<file path="src/rtl/led_chaser_pkg.sv">
// rtl/led_chaser_pkg.sv - shared mode and FSM state encodings for the LED chaser
package led_chaser_pkg;

  // Movement modes as presented on the mode input; encoding 3 is folded into WRAP.
  typedef enum logic [1:0] {
    MODE_WRAP    = 2'd0,
    MODE_BOUNCE  = 2'd1,
    MODE_ONESHOT = 2'd2
  } mode_t;

  // Chaser control states.
  typedef enum logic [1:0] {
    ST_IDLE = 2'd0,
    ST_RUN  = 2'd1,
    ST_HOLD = 2'd2
  } state_t;

  localparam logic DIR_UP   = 1'b0;
  localparam logic DIR_DOWN = 1'b1;

  // Map the raw two-bit mode input onto a legal mode.
  function automatic mode_t decode_mode(input logic [1:0] raw);
    return (raw == 2'd3) ? MODE_WRAP : mode_t'(raw);
  endfunction

endpackage

</file>
<file path="src/rtl/pos_onehot_dec.sv">
// rtl/pos_onehot_dec.sv - registered one-hot decode of a position index
module pos_onehot_dec #(
  parameter int N_POS = 9,
  parameter int POS_W = $clog2(N_POS)
) (
  input  logic             clk,
  input  logic             rst,
  input  logic [POS_W-1:0] pos,
  output logic [N_POS-1:0] onehot
);

  logic [N_POS-1:0] dec;

  // Decode the index; an index outside 0..N_POS-1 lights nothing.
  always_comb begin
    dec = '0;
    for (int i = 0; i < N_POS; i++) begin
      if (int'(pos) == i) dec[i] = 1'b1;
    end
  end

  // Register the decode; reset shows position 0.
  always_ff @(posedge clk or posedge rst) begin
    if (rst) onehot <= N_POS'(1);
    else     onehot <= dec;
  end

endmodule

</file>
<file path="src/rtl/led_chaser.sv">
// rtl/led_chaser.sv - LED chaser with wrap/bounce/oneshot motion and stop-on-target game
module led_chaser
  import led_chaser_pkg::*;
#(
  parameter int N_POS = 9,
  parameter int POS_W = $clog2(N_POS)
) (
  input  logic             clk,
  input  logic             rst,
  input  logic             start,
  input  logic             step,
  input  logic [1:0]       mode,
  input  logic             dir,
  input  logic             stop_req,
  input  logic [POS_W-1:0] target,
  output logic [POS_W-1:0] position,
  output logic [N_POS-1:0] led,
  output logic             running,
  output logic             hit_valid,
  output logic             hit,
  output logic             done
);

  localparam logic [POS_W-1:0] LAST = POS_W'(N_POS - 1);
  localparam logic [POS_W-1:0] ONE  = POS_W'(1);

  state_t           state, state_n;
  mode_t            mode_r, mode_n;
  logic             dir_r, dir_n;
  logic [POS_W-1:0] pos_n, home, far_end, step_pos;
  logic             step_dir, match;
  logic             pend, pend_n, hit_cap, hit_cap_n;
  logic             hit_valid_n, hit_n, done_n;

  assign home    = (dir == DIR_DOWN) ? LAST : '0;
  assign far_end = (dir_r == DIR_DOWN) ? '0 : LAST;
  assign match   = (int'(target) < N_POS) && (position == target);
  assign running = (state == ST_RUN);

  // Where one step would take us from the current position and direction.
  always_comb begin
    step_pos = position;
    step_dir = dir_r;
    if (mode_r == MODE_BOUNCE) begin
      if (dir_r == DIR_UP) begin
        if (position == LAST) begin
          step_pos = position - ONE;
          step_dir = DIR_DOWN;
        end else begin
          step_pos = position + ONE;
        end
      end else begin
        if (position == '0) begin
          step_pos = position + ONE;
          step_dir = DIR_UP;
        end else begin
          step_pos = position - ONE;
        end
      end
    end else if (dir_r == DIR_UP) begin
      step_pos = (position == LAST) ? '0 : position + ONE;
    end else begin
      step_pos = (position == '0) ? LAST : position - ONE;
    end
  end

  // Next-state and next-output logic; a stop result is reported one cycle after HOLD is entered.
  always_comb begin
    state_n     = state;
    pos_n       = position;
    dir_n       = dir_r;
    mode_n      = mode_r;
    pend_n      = pend;
    hit_cap_n   = hit_cap;
    hit_valid_n = 1'b0;
    hit_n       = hit;
    done_n      = 1'b0;
    case (state)
      ST_IDLE: begin
        pos_n  = home;
        dir_n  = dir;
        mode_n = decode_mode(mode);
        pend_n = 1'b0;
        if (start) state_n = ST_RUN;
      end
      ST_RUN: begin
        if (!start) begin
          state_n = ST_IDLE;
          pos_n   = home;
          pend_n  = 1'b0;
        end else if (stop_req) begin
          state_n   = ST_HOLD;
          pend_n    = 1'b1;
          hit_cap_n = match;
        end else if (step) begin
          pos_n = step_pos;
          dir_n = step_dir;
          if (mode_r == MODE_ONESHOT && step_pos == far_end) begin
            state_n = ST_HOLD;
            done_n  = 1'b1;
          end
        end
      end
      ST_HOLD: begin
        if (!start) begin
          state_n = ST_IDLE;
          pos_n   = home;
          pend_n  = 1'b0;
        end else if (pend) begin
          hit_valid_n = 1'b1;
          hit_n       = hit_cap;
          pend_n      = 1'b0;
        end
      end
      default: state_n = ST_IDLE;
    endcase
  end

  // State and output registers with asynchronous clear.
  always_ff @(posedge clk or posedge rst) begin
    if (rst) begin
      state     <= ST_IDLE;
      position  <= '0;
      dir_r     <= DIR_UP;
      mode_r    <= MODE_WRAP;
      pend      <= 1'b0;
      hit_cap   <= 1'b0;
      hit_valid <= 1'b0;
      hit       <= 1'b0;
      done      <= 1'b0;
    end else begin
      state     <= state_n;
      position  <= pos_n;
      dir_r     <= dir_n;
      mode_r    <= mode_n;
      pend      <= pend_n;
      hit_cap   <= hit_cap_n;
      hit_valid <= hit_valid_n;
      hit       <= hit_n;
      done      <= done_n;
    end
  end

  pos_onehot_dec #(.N_POS(N_POS), .POS_W(POS_W)) u_dec (
    .clk    (clk),
    .rst    (rst),
    .pos    (position),
    .onehot (led)
  );

endmodule

</file>
<file path="config.mk">
export PLATFORM = sky130hd
export DESIGN_NAME = led_chaser
export DESIGN_NICKNAME = d
export VERILOG_FILES = /design/src/rtl/led_chaser_pkg.sv /design/src/rtl/pos_onehot_dec.sv /design/src/rtl/led_chaser.sv
export SDC_FILE = /design/constraint.sdc
export NUM_CORES = 1
export LEC_CHECK = 0
export ABC_AREA = 1
export ABC_CLOCK_PERIOD_IN_PS = 2000
export CAP_MARGIN = 20
export CORE_AREA = 2 2 59 83
export DETAILED_ROUTE_END_ITERATION = 10
export DIE_AREA = 0 0 61 85
export PLACE_DENSITY = 0.57
export SETUP_SLACK_MARGIN = 0.02
export SLEW_MARGIN = 10
export SYNTH_ARGS = -nofsm -noshare
export SYNTH_HDL_FRONTEND = slang
export SYNTH_SLANG_ARGS = --single-unit
</file>
<file path="constraint.sdc">
create_clock -name clk -period 2 [get_ports clk]
set_input_delay 0.6 -clock clk [delete_from_list [all_inputs] [get_ports clk]]
set_output_delay 0.6 -clock clk [all_outputs]
set_load 0.01 [all_outputs]
</file>
# Yosys cells after proc, flatten, opt, wreduce, memory -nomap -nowiden
# Index checks and enable logic that the tools add are counted.
# totals
wordCells	105
in_bits	12
regBits	23
# classes
n_addsub	2
reduce_logical	15
n_eq_ne	27
magnitude_cmp	1
muxes	50
# ops
op	n
two-way mux 4 bit	13
two-way mux 1 bit	26
== test 4 bit (second input constant)	6
two-way mux 2 bit	7
case mux 4 bit (3 select lines)	1
inequality test 2 bit (second input constant)	5
inequality test 3 bit (second input constant)	3
== test 4 x 3 -> 1 bit (second input constant)	2
== test 4 bit	2
zero test 4 bit	2
AND reduction 4 bit	2
== test 2 bit (second input constant)	3
case mux 2 bit (3 select lines)	1
AND reduction 3 bit	2
AND reduction 5 bit	1
adder 4 x 1 -> 4 bit (second input constant)	1
== test 2 x 1 -> 1 bit (second input constant)	2
== test 4 x 2 -> 1 bit (second input constant)	1
less-than comparator 4 bit (second input constant)	1
inequality test 4 x 3 -> 1 bit (second input constant)	1
inequality test 4 bit (second input constant)	1
case mux 1 bit (2 select lines)	2
nonzero test 2 bit	2
subtractor 4 x 1 -> 4 bit (second input constant)	1
other kinds (6)	7

# Logic depth before layout (Yosys ltp)
# logic_depth
depth_word	11
mapped_depth	13
ltp_nobuf	13

# Hierarchy
# From an unflattened synthesis, not the netlist that was laid out.
# hier_totals
cells_unflattened	176
area_unflattened_um2	1355.0
# modules_own_cells
module	seq_area_each_um2	area_per_inst_um2	n_inst	cells_each
led_chaser	350.3	1042.2	1	146
pos_onehot_dec	226.5	312.8	1	30

# Least setup slack after synthesis
# Ideal clock, no wire load.
# synth_path
path_kind	reg2reg
from	register position[0]
to	register state[0]
path_stages_with_launch	13
n_path_buf	0
setup_slack_ns	0.265
required_time_ns	1.869
arrival_ns	1.604
period_less_slack_ns	1.735
path_cell_list	dfrtp_1 -> inv_1 -> ha_1 -> inv_1 -> nor2_1 -> nand2_1 -> a21oi_1 -> nor2_2 -> nand3_2 -> nor2_2 -> nand3_1 -> nand2_1 -> o211ai_1
# synth_between
elab_chain_cells	8
word_cells_on_any_way	15
cone_classes	add/sub (2); eq/ne (3); mux (7); reduce/logical (3)
# synth_rtl
element	line	text
start, declared	led_chaser.sv:16	output logic [POS_W-1:0] position,
start signal, assigned	led_chaser.sv:133	position <= pos_n;
adder 4 x 1 -> 4 bit (tied with other cells)	led_chaser.sv:50, led_chaser.sv:54, led_chaser.sv:61	
two-way mux 4 bit (on tied branches)	--	
two-way mux 4 bit (on tied branches)	led_chaser.sv:60, led_chaser.sv:45	
two-way mux 4 bit *	led_chaser.sv:44	if (mode_r == MODE_BOUNCE) begin
== test 4 bit *	led_chaser.sv:98	if (mode_r == MODE_ONESHOT && step_pos == far_end) begin
logical AND 1 bit *	led_chaser.sv:98	
inequality test 4 x 3 -> 1 bit (no line) *	--	
AND reduction 4 bit (no line) *	--	
end signal, assigned	led_chaser.sv:132	state <= state_n;
end, declared	led_chaser.sv:27	state_t state, state_n;
# Mark *: on every way between the ends. The rest lies on a longest branch, timed or not.
# A chain may end at the register's enable or synchronous reset.

# Worst setup path after layout
# layout_path
from	register u_dec.onehot[0]
to	output led[0]
# layout_lines
element	line	text
start, declared	pos_onehot_dec.sv:9	output logic [N_POS-1:0] onehot
start signal, assigned	pos_onehot_dec.sv:24	if (rst) onehot <= N_POS'(1);
start signal, assigned	pos_onehot_dec.sv:25	else onehot <= dec;
end, declared	led_chaser.sv:17	output logic [N_POS-1:0] led,
# No word-level cell between the ends.

==> flow_summary.toml <==
[status]
status = "finished clean"

[detailed_routing]
drc = 0
wl_per_cell_um = 10.9
dr_total_vias = 1167
ant_nets = 0
dr.pass1.iters = 4
drt_iter0_drc = 20
route.final.wire_length_mm = 2.90
vias_per_cell = 4.39

[power]
swShare_pct = 43.4
clockPowerShare_pct = 14.4
p_int_w = 0.00116
switchingPower_w = 0.000891
power_density_nw_per_um2 = 1180
leakage_nw = 0.823
pwr-share-seq_pct = 34.1
combPwrFrac_pct = 51.5
power_w = 0.00205
ir_worst_vdd_mv = 0.470

[timing]
setup_viol = 0
fin_setup_tns_ns = 0
final_max_slew_viol_count = 0
max_freq_ghz = 0.525
worst-slew-pin-transition_ns = 0.297
finalCriticalPeriod_ns = 1.91
rsz0062_at_grt = "false"
hold_viol_final = 0
setup_ws_ns = 0.0942
fin_crit_sh_pct = 95.3
relSlewSlack_pct = 80.1
finClkSkew_ns = 0.000452

[clocking]
htreeDepth = 1
clock-root-buffer = "clkbuf_8"
tritoncts = "yes"
post_cts_buffers = 0
clock_sinks = 23
clk_latency_ns = 0.27
ctsHoldBuffers = 0
cts_buffer_depth = 2
numCtsBuffers = 3
path_clk_slew_ns = 0.08

[global_routing]
grt-ovfl-total = 0
grt_pass1_vias = 1198
grt_max_degree = 24
antenna_found_initial = 0
grt_pass1_wl_mm = 5.06
grt_usage_pct = 12.7

[logic_synthesis]
synthAdderAreaFrac_pct = 3.91
syn_nets = 180
synthCells = 164
synthMuxAreaShare_pct = 0
synth_compound_gate_area_share_pct = 11.6
syn-cell-area_um2 = 1280
synth-seq-area-share_pct = 45.1
yosysWarnings = 0
synth_top_family_by_area = "simple AND/OR/NAND/NOR gates"
synth-xor-area-share_pct = 1.37
synth_cell_types = 26
synth_seq_cells = 23
synthSimpleGateAreaFrac_pct = 28.9
avgSynthCellArea_um2 = 7.80

[floorplan]
die_y_um = 85
ios = 29
num_rows = 29
dieArea_um2 = 5190
core-area_um2 = 4460
start_util_pct = 28.7
die_w_um = 61

[setup_path]
cp.required_ns = 1.40
criticalPathCategory = "flip-flop to output port"
path_delay_family = "flip-flops"
r2r_cells = 11
worst_path_max_delay_cell = "dfstp_2"
crit_chain = "clkdlybuf4s50_1"
timing.rr.start = "position[0]"
path_buf_inv = 1
cp.arrival_ns = 1.31
cp-end-kind = "output port"
reg2reg_slack_ns = 0.24
cp-start-kind = "flip-flop"
cp_max_fo = 1
slowest_delay_ns = 0.52
r2r-end = "state[0]"

[placed_design]
gp_congestion = 0.816
dpl.hpwl_mm = 2.37
portBuffers = 28
dp_slack_ns = 0.0244

[worst_hold_path]
min_path_cells = 2
holdPathEnd = "mode_r[1]"
worstHoldStart = "mode_r[1]"
hp-class = "flip-flop to flip-flop"

[cells_and_area]
layout-drive-gt1-share_pct = 15.7
multi_input_area_um2 = 589
areaGrowthSynthToFinish_pct = 36.3
fillCellCount = 461
n_antenna_cell = 0
nNetsFinal = 221
regArea_um2 = 579

[job]
cap_violations = 0
==> layout by cell type (no fill, tap or decap) <==
cell / Yosys / layout
xnor2_1: 1 / 1
nor2_2: 4 / 4
nand2_1: 26 / 26
dfrtp_2: 0 / 2
o2bb2ai_1: 1 / 1
o22ai_1: 4 / 4
nand3_2: 2 / 2
buf_4: 0 / 9
inv_2: 2 / 2
nor3b_2: 1 / 1
o21ai_0: 10 / 10
nand4_1: 2 / 2
ha_2: 0 / 1
nand2_2: 4 / 4
clkbuf_8: 0 / 3
nor2_1: 26 / 26
nand3_1: 14 / 14
xor2_1: 1 / 1
dlygate4sd2_1: 0 / 1
ha_1: 4 / 3
dfrtp_1: 22 / 20
o21ai_2: 1 / 1
o211ai_1: 2 / 2
clkinv_2: 0 / 1
nor3_1: 2 / 2
inv_1: 26 / 26
o21ai_1: 1 / 1
a21oi_2: 1 / 1
clkdlybuf4s50_1: 0 / 27
a21oi_1: 4 / 4
dfstp_2: 1 / 1
o31ai_1: 1 / 1
==> power by group through the flow <==
stage / clock network [W] / registers, W / logic (W)
finish: 0.000295 / 0.000700 / 0.00106
global route: 0.000315 / 0.000720 / 0.00120
CTS: 0.000302 / 0.000700 / 0.00107
detailed placement: 0 / 0.000707 / 0.00107
global placement: 0 / 0.000701 / 0.00108
floorplan: 0 / 0.000697 / 0.000711
==> Yosys cell counts <==
library cell | number | area (um^2)
ha_1 | 4 | 50.1
nand3_1 | 14 | 70.1
nor2_1 | 26 | 97.6
o31ai_1 | 1 | 7.51
a21oi_1 | 4 | 20.0
dfstp_2 | 1 | 26.3
a21oi_2 | 1 | 8.76
o211ai_1 | 2 | 15.0
nand3_2 | 2 | 20.0
o21ai_1 | 1 | 5.00
nand4_1 | 2 | 12.5
inv_1 | 26 | 97.6
nand2_1 | 26 | 97.6
nor3b_2 | 1 | 12.5
nor3_1 | 2 | 10.0
buf_6 | 1 | 11.3
o2bb2ai_1 | 1 | 8.76
o22ai_1 | 4 | 25.0
nor2_2 | 4 | 25.0
nand2_2 | 4 | 25.0
inv_2 | 2 | 7.51
xor2_1 | 1 | 8.76
dfrtp_1 | 22 | 551
o21ai_0 | 10 | 50.1
xnor2_1 | 1 | 8.76
o21ai_2 | 1 | 8.76
==> cell families after synthesis <==
group,after synthesis
AOI/OAI and AO/OA,25
DFF,23
xor gates and xnor gates,2
and+or+nand+nor,81
buffers and inverters,29
adders and majority gates,4
==> metrics by stage <==
| stage | utilization, % | std cells | hold WS, ns | cell area, um^2 |
|---|---|---|---|---|
| 4_1_cts | 39.0 | 266 | 0.525 | 1740 |
| 3_5_place_dp | 38.0 | 262 | 0.505 | 1690 |
| 6_report | 39.1 | 266 | 0.522 | 1740 |
| 5_1_grt | 39.1 | 266 | 0.554 | 1740 |
| 2_1_floorplan | - | 164 | 0.474 | 1280 |
| 3_3_place_gp | 38.0 | 262 | 0.499 | 1690 |
==> layout make-up <==
class,instances,area share [%]
flip-flops and latches,23,33.2
clock buffers,3,2.37
clock inverters,1,0.287
well taps,62,4.45
multi-input cells,112,33.8
inverters,28,6.03
repair buffers,37,19.9
==> worst max-delay path by stage <==
stage                               start           to  slack, ns  depth (start not counted)
after floorplan               position[0]     state[0]       0.27                         12
after global placement              start  position[3]       0.08                          6
after detailed placement            start          hit       0.02                          7
after CTS                     position[3]  position[3]       0.09                          1
after global routing          position[1]     state[1]       0.04                         13
final                     u_dec.onehot[0]       led[0]       0.09                          1
==> registers in the layout, indices dropped and copies added (netlist names) <==
register,cells
dir_r,1
done,1
hit,1
hit_cap,1
hit_valid,1
mode_r,2
pend,1
position,4
state,2
u_dec.onehot,9
==> timing repair <==
item,in CTS,in global routing
gates resized for setup,3,1
endpoints found under the setup margin,3,1
hold endpoints to repair,0,0
==> per-layer routing <==
metal	up-vias	routed length [um]	global-route usage (%)
li1	604	-	-
met1	532	1240	15.2
met5	-	0	0
met2	27	1510	22.3
met3	4	113	2.29
met4	0	34	4.15
Note: power is estimated with default switching activity, not from simulation.
